## src/rtl/tmds_encode_nch.sv

```systemverilog
// tmds_encode_nch: multi-lane TMDS symbol encoder (DVI 1.0 video coding,
// control codes, guard bands and optional TERC4 data islands).
// Two-stage pipeline: stage 1 builds the transition-minimised word q_m,
// stage 2 applies per-lane DC balancing and selects the final symbol.
// Optional feature macro: TMDS_ENCODE_NCH_TERC4_EN compiles in data island
// (TERC4) mode; without it, in_mode 3 is encoded as a control period.
// Each lane's running disparity lives in its out_disparity register, so
// the lanes share nothing except the mode field.
module tmds_encode_nch #(
  parameter int CHANNELS = 3
) (
  input  logic                    clk,
  input  logic                    reset,
  input  logic [1:0]              in_mode,
  input  logic [CHANNELS*8-1:0]   in_d,
  input  logic [CHANNELS*2-1:0]   in_c,
  input  logic [CHANNELS*4-1:0]   in_aux,
  output logic [CHANNELS*10-1:0]  out_d,
  output logic [CHANNELS*5-1:0]   out_disparity
);

  localparam logic [1:0] MODE_CTL = 2'd0;
  localparam logic [1:0] MODE_VID = 2'd1;
  localparam logic [1:0] MODE_GB  = 2'd2;
  localparam logic [1:0] MODE_ISL = 2'd3;

  localparam logic [9:0] CTL_00  = 10'b1101010100;
  localparam logic [9:0] CTL_01  = 10'b0010101011;
  localparam logic [9:0] CTL_10  = 10'b0101010100;
  localparam logic [9:0] CTL_11  = 10'b1010101011;
  localparam logic [9:0] GB_EVEN = 10'b1011001100;
  localparam logic [9:0] GB_ODD  = 10'b0100110011;

  function automatic logic [9:0] ctl_sym(input logic [1:0] c);
    case (c)
      2'b00:   ctl_sym = CTL_00;
      2'b01:   ctl_sym = CTL_01;
      2'b10:   ctl_sym = CTL_10;
      default: ctl_sym = CTL_11;
    endcase
  endfunction

`ifdef TMDS_ENCODE_NCH_TERC4_EN
  function automatic logic [9:0] terc4_sym(input logic [3:0] n);
    case (n)
      4'h0:    terc4_sym = 10'b1010011100;
      4'h1:    terc4_sym = 10'b1001100011;
      4'h2:    terc4_sym = 10'b1011100100;
      4'h3:    terc4_sym = 10'b1011100010;
      4'h4:    terc4_sym = 10'b0101110001;
      4'h5:    terc4_sym = 10'b0100011110;
      4'h6:    terc4_sym = 10'b0110001110;
      4'h7:    terc4_sym = 10'b0100111100;
      4'h8:    terc4_sym = 10'b1011001100;
      4'h9:    terc4_sym = 10'b0100111001;
      4'hA:    terc4_sym = 10'b0110011100;
      4'hB:    terc4_sym = 10'b1011000110;
      4'hC:    terc4_sym = 10'b1010001110;
      4'hD:    terc4_sym = 10'b1001110001;
      4'hE:    terc4_sym = 10'b0101100011;
      default: terc4_sym = 10'b1011000011;
    endcase
  endfunction
`endif

  // Stage 1 registers
  logic [1:0]              mode_d,  mode_q;
  logic [CHANNELS*9-1:0]   qm_d,    qm_q;
  logic [CHANNELS*4-1:0]   ones_d,  ones_q;
  logic [CHANNELS*2-1:0]   c_d,     c_q;
`ifdef TMDS_ENCODE_NCH_TERC4_EN
  logic [CHANNELS*4-1:0]   aux_d,   aux_q;
`else
  logic                    aux_unused;
  assign aux_unused = ^in_aux;
`endif

  // Stage 2 registers (disp_q doubles as the running disparity counter)
  logic [CHANNELS*10-1:0]  out_d_d, out_d_q;
  logic [CHANNELS*5-1:0]   disp_d,  disp_q;

  // Stage 1: per-lane transition minimisation and ones count of q_m[7:0].
  always_comb begin
    logic [7:0] d;
    logic [3:0] n1;
    logic       use_xnor;
    logic [8:0] qm;
    d        = '0;
    n1       = '0;
    use_xnor = 1'b0;
    qm       = '0;
    qm_d     = '0;
    ones_d   = '0;
`ifdef TMDS_ENCODE_NCH_TERC4_EN
    mode_d   = in_mode;
    aux_d    = in_aux;
`else
    mode_d   = (in_mode == MODE_ISL) ? MODE_CTL : in_mode;
`endif
    c_d      = in_c;
    for (int k = 0; k < CHANNELS; k++) begin
      d        = in_d[8*k +: 8];
      n1       = 4'($countones(d));
      use_xnor = (n1 > 4'd4) || ((n1 == 4'd4) && !d[0]);
      qm[0]    = d[0];
      for (int i = 1; i < 8; i++) begin
        qm[i] = use_xnor ? ~(qm[i-1] ^ d[i]) : (qm[i-1] ^ d[i]);
      end
      qm[8]              = ~use_xnor;
      qm_d[9*k +: 9]     = qm;
      ones_d[4*k +: 4]   = 4'($countones(qm[7:0]));
    end
  end

  // Stage 2: DC balancing for video, fixed code selection otherwise.
  always_comb begin
    logic [8:0]        qm;
    logic [9:0]        sym;
    logic signed [6:0] ones, zeros, cnt, cnt_n;
    qm      = '0;
    sym     = CTL_00;
    ones    = '0;
    zeros   = '0;
    cnt     = '0;
    cnt_n   = '0;
    out_d_d = '0;
    disp_d  = '0;
    for (int k = 0; k < CHANNELS; k++) begin
      qm    = qm_q[9*k +: 9];
      ones  = signed'({3'b000, ones_q[4*k +: 4]});
      zeros = 7'sd8 - ones;
      cnt   = signed'({{2{disp_q[5*k+4]}}, disp_q[5*k +: 5]});
      cnt_n = '0;
      case (mode_q)
        MODE_VID: begin
          if ((cnt == 7'sd0) || (ones == zeros)) begin
            sym   = {~qm[8], qm[8], qm[8] ? qm[7:0] : ~qm[7:0]};
            cnt_n = qm[8] ? (cnt + ones - zeros) : (cnt + zeros - ones);
          end else if (((cnt > 7'sd0) && (ones > zeros)) ||
                       ((cnt < 7'sd0) && (zeros > ones))) begin
            sym   = {1'b1, qm[8], ~qm[7:0]};
            cnt_n = cnt + (qm[8] ? 7'sd2 : 7'sd0) + zeros - ones;
          end else begin
            sym   = {1'b0, qm[8], qm[7:0]};
            cnt_n = cnt - (qm[8] ? 7'sd0 : 7'sd2) + ones - zeros;
          end
          // The balancing rules keep cnt inside +/-10; saturate rather
          // than ever letting the 5-bit register wrap.
          if (cnt_n > 7'sd10) begin
            cnt_n = 7'sd10;
          end else if (cnt_n < -7'sd10) begin
            cnt_n = -7'sd10;
          end
        end
        MODE_GB: sym = ((k % 2) == 0) ? GB_EVEN : GB_ODD;
`ifdef TMDS_ENCODE_NCH_TERC4_EN
        MODE_ISL: sym = terc4_sym(aux_q[4*k +: 4]);
`endif
        default: sym = ctl_sym(c_q[2*k +: 2]);
      endcase
      out_d_d[10*k +: 10] = sym;
      disp_d[5*k +: 5]    = cnt_n[4:0];
    end
  end

  // Pipeline registers; reset flushes both stages to a control-00 symbol.
  always_ff @(posedge clk) begin
    if (reset) begin
      mode_q  <= MODE_CTL;
      qm_q    <= '0;
      ones_q  <= '0;
      c_q     <= '0;
`ifdef TMDS_ENCODE_NCH_TERC4_EN
      aux_q   <= '0;
`endif
      out_d_q <= {CHANNELS{CTL_00}};
      disp_q  <= '0;
    end else begin
      mode_q  <= mode_d;
      qm_q    <= qm_d;
      ones_q  <= ones_d;
      c_q     <= c_d;
`ifdef TMDS_ENCODE_NCH_TERC4_EN
      aux_q   <= aux_d;
`endif
      out_d_q <= out_d_d;
      disp_q  <= disp_d;
    end
  end

  assign out_d         = out_d_q;
  assign out_disparity = disp_q;

endmodule

```

## config.mk

```make
export PLATFORM = sky130hd
export DESIGN_NAME = tmds_encode_nch
export DESIGN_NICKNAME = d
export VERILOG_FILES = /design/src/rtl/tmds_encode_nch.sv
export SDC_FILE = /design/constraint.sdc
export NUM_CORES = 1
export LEC_CHECK = 0
export CAP_MARGIN = 10
export CORE_MARGIN = 2
export CORE_UTILIZATION = 60
export DETAILED_ROUTE_END_ITERATION = 7
export PLACE_DENSITY = 0.83
export REMOVE_ABC_BUFFERS = 1
export SLEW_MARGIN = 20
export SYNTH_ARGS = -nofsm -noshare
export SYNTH_HDL_FRONTEND = slang
export SYNTH_SLANG_ARGS = --single-unit
```

## constraint.sdc

```tcl
create_clock -name clk -period 13.5 [get_ports clk]
set_clock_uncertainty 0.1 [all_clocks]
set_input_delay 1.35 -clock clk [delete_from_list [all_inputs] [get_ports clk]]
set_output_delay 1.35 -clock clk [all_outputs]
set_load 0.01 [all_outputs]
```

### Word-level counts from Yosys, hierarchy flattened

Cells that the tools add are included.

| cells by class | value |
|---|---|
| reductions and logical operators | 35 |
| magnitude comparators | 21 |
| bitwise operators | 52 |
| muxes and demuxes | 60 |
| add/subtract/negate cells | 75 |
| eq/ne operators | 15 |

Operators with widths:

| kind | number |
|---|---|
| $pmux W10 S3 | 3 |
| $mux W7 | 12 |
| $mux W10 | 6 |
| $pmux W10 S2 | 3 |
| $add A1 B1 Y2 | 24 |
| $add A6 B5 Y7 | 6 |
| $sub A6 B5 Y7 | 6 |
| $sub A7 B5 Y7 | 6 |
| $add A2 B2 Y3 | 12 |
| $add A5 B5 Y6 | 6 |
| $gt A5 B5 Y1 | 6 |
| $not A1 Y1 | 28 |
| $add A3 B3 Y4 | 6 |
| $mux W8 | 3 |
| $not A8 Y8 | 3 |
| $gt A7 B5 Y1 const B | 3 |
| $logic_not A7 Y1 | 3 |
| $lt A7 B5 Y1 const B | 3 |
| $mux W1 | 21 |
| $xor A1 B1 Y1 | 21 |
| $add A5 B3 Y6 | 3 |
| $sub A5 B3 Y6 | 3 |
| $eq A5 B5 Y1 | 3 |
| $gt A5 B1 Y1 const B | 3 |
| other kinds (16) | 65 |

| storage, ports and cells | value |
|---|---|
| bits of input ports | 46 |
| register bits | 92 |
| output and inout bits | 45 |
| logic and storage cells | 270 |

### Depth between registers and ports, before layout

| depth | value |
|---|---|
| depth after elaboration | 28 |
| depth in mapped cells | 22 |
| gate-level depth less buffers | 22 |

### Worst setup path after synthesis

No wires, ideal clock.

| timing | value |
|---|---|
| path type | input-to-reg |
| start point | in in_d[16] |
| end point | reg ones_q[10] |
| arrival | 6760 ps |
| setup time | 128 ps |
| stages on the path | 22 |
| slack | 6513 ps |
| path buffers | 0 |
| required time | 13272 ps |
| cell sequence | inv_1 fa_1 fa_1 fa_1 inv_1 ha_1 fa_1 nor3b_1 o21ai_0 a21oi_1 xnor2_1 xnor2_1 xnor2_1 xor2_1 fa_1 inv_1 fa_1 ha_1 inv_1 fa_1 xor2_1 nor2_1 |

| between the ends | value |
|---|---|
| cells in the longest elaborated chain, start to end | 28 |
| elaborated cells between the ends (all ways) | 36 |
| those cells by class | 10 x add/sub; 1 x order compare; 1 x eq/ne; 7 x mux; 14 x bitwise; 3 x reduce/logical |

RTL lines:

| element | line | source |
|---|---|---|
| start: declaration | 15 | `input logic [CHANNELS*8-1:0] in_d,` |
| branches (longest 27 deep; another with $add A3 B3 Y4) | - |  |
| $add A3 B3 Y4 (not written as such) (*) | 111 | `ones_d[4*k +: 4] = 4'($countones(qm[7:0]));` |
| end signal: assignment | 181 | `ones_q <= ones_d;` |
| end: declaration | 69 | `logic [CHANNELS*4-1:0] ones_d, ones_q;` |

Mark *: on every way between the ends.
A chain may end at the register's enable or synchronous reset.

### Worst setup path in the final report

Ends and elaborated chain as after synthesis.

==> results.ini <==
[drt]
routedWlPerCell_um = 15.63
drc = 0
drt_iter0_markers = 443
antenna_left = 0
vias_per_cell = 5.746
vias = 7861
wl_mm = 21.38
first_pass_iters = 5

[worst_setup_path]
path_class = in -> reg
critPathMaxFanout = 4
cp.arrival_ns = 7.83
reg2reg_depth = 13
critPathRequiredTime_ns = 13.60
end_kind = flop
start_kind = input pin

[clock_tree]
cts_hold_buf = 0
ctsResizeCount = 0
cts_num_sinks = 92
cts_root_buf = clkbuf_16
clk_pin_slew_ns = 0.07
clock_path_buffers = 2
numCtsBuffers = 9
insertion_delay_ns = 0.34
postCtsSetupRepairBufs = 0
cts_tree = done
cts.htree.levels = 3

[floorplanning]
die_w_um = 130.0
ios = 91
core-area_mm2 = 0.01571
row_count = 46
die-area_mm2 = 0.01691
die_height_um = 130.0
initial_core_util_pct = 60.65

[cells_and_area]
fill_cells = 1237
area_growth_pct = 12.85
final_core_util_pct = 68.44
diodes = 0
nets = 1380
stdcell_area_mm2 = 0.01075
layout-drive-gt1-share_pct = 3.993

[global_route]
grt_max_degree = 71
grt_pass1_wl_mm = 35.31
grt_util_all_layers_pct = 25.95
grt_pass1_vias = 7522
overflow = 0
antenna_found_initial = 0

[status]
outcome = finished clean

[synth]
syn_inst = 1085
synth-main-ff-cell = dfxtp_1
synth-edff-count = 0
synth_area_leaders = dfxtp_1 (19%), ha_1 (18%), fa_1 (11%), xnor2_1 (6.8%), inv_1 (5.3%)
async_reset_ff_share_pct = 0
yosys.area.top_type_share_pct = 19.33
synth_area_per_cell_um2 = 8.783
ys_seq_elements = 92
yosys_warnings = 0
yosys.area.top_type = dfxtp_1
synth_cell_types = 84
netlist_area_mm2 = 0.009529
yosysSeqAreaShare_pct = 19.33
synth_commonest_cells = ha_1 (134), inv_1 (134), dfxtp_1 (92), xnor2_1 (74), nor2_1 (68)

[timing]
setup_slack_ns = 5.766
clock.fmax_ghz = 0.1293
period_needed_ns = 7.734
setup_viol = 0
finalCritPeriodShare_pct = 57.29
rsz0062_at_grt = no
setup_tns_ns = 0
tightest_slew_ns = 0.7412
slew_headroom_pct = 50.59
final-hold-violation-count = 0
drv_slew = 0

[run]
max-cap-violations = 0

[min_path]
hold_class = reg -> reg
hold_path_depth = 2

[placement]
place_ws_ns = 5.432
gp_congestion = 0.9394
place_area_mm2 = 0.01044
portBuffers = 78
dp_hpwl_mm = 17.23

-- state kept, by name, summed over array words and instances (netlist names) --
name           count
out_disparity     15
c_q                6
ones_q            12
qm_q              27
out_d             30
mode_q             2
-- logic make-up after synthesis --
group	after synthesis	synth area share, %
buffers and inverters	165	6.946
adders and majority gates	187	28.73
xor gates and xnor gates	131	12.34
and+or+nand+nor	237	12.33
DFF	92	19.33
AOI/OAI and AO/OA	261	19.01
muxes	12	1.313
-- placed cells by master (no fill, tap or decap), types with 53 or more instances in the layout --
master | netlist | layout
clkdlybuf4s50_1 | 0 | 77
a21oi_1 | 67 | 67
dfxtp_1 | 92 | 92
ha_1 | 134 | 134
xor2_1 | 55 | 55
xnor2_1 | 74 | 74
fa_1 | 53 | 53
inv_1 | 134 | 134
nand2_1 | 60 | 60
nor2_1 | 68 | 68
-- worst max-delay path, stage by stage --
cell	delay, ns
clkdlybuf4s50_1	0.50
inv_1	0.11
fa_1	0.56
fa_1	0.43
fa_1	0.49
inv_1	0.05
ha_1	0.20
fa_1	0.45
nor3b_1	0.30
o21ai_0	0.13
a21oi_1	0.42
xnor2_1	0.22
xnor2_1	0.41
xnor2_1	0.22
xor2_1	0.15
fa_1	0.52
inv_1	0.05
fa_1	0.49
ha_1	0.17
inv_1	0.05
fa_1	0.37
xor2_1	0.14
nor2_1	0.05
-- metrics by stage --
| step | hold slack (ns) | std cells |
|---|---|---|
| after global routing | 0.4683 | 1368 |
| after detailed placement | 0.4258 | 1352 |
| after CTS | 0.4426 | 1368 |
| after floorplan | 0.3993 | 1056 |
| after global placement | 0.4076 | 1352 |
| final | 0.4393 | 1368 |
-- layout make-up --
type	count	area, µm²	area share, %
Timing Repair Buffer	80	790.8	7.353
Multi-Input combinational cell	828	7025	65.33
Tap cell	216	270.3	2.513
Clock inverter	6	76.32	0.7097
Sequential cell	92	1842	17.13
Inverter	136	510.5	4.747
Clock buffer	10	239.0	2.222
-- metal layers --
metal / wire (µm) / GRT usage (%)
met5: 0 / 0
met4: 520 / 8.033
met3: 954 / 2.993
met2: 10460 / 45.27
met1: 9444 / 33.82
-- final timing paths --
check,start,endpoint,slack (ns)
worst max-delay path,in_d[16],ones_q[10]$_SDFF_PP0_,5.77
worst min-delay path,qm_q[20]$_SDFF_PP0_,out_d[22]$_SDFF_PP1_,0.44
worst max register to register,ones_q[9]$_SDFF_PP0_,out_disparity[11]$_SDFF_PP0_,8.61
worst min register to register,qm_q[20]$_SDFF_PP0_,out_d[22]$_SDFF_PP1_,0.44
Power is not shown: default switching activity piles up to over one toggle a cycle in this logic, so the estimate is an artifact.
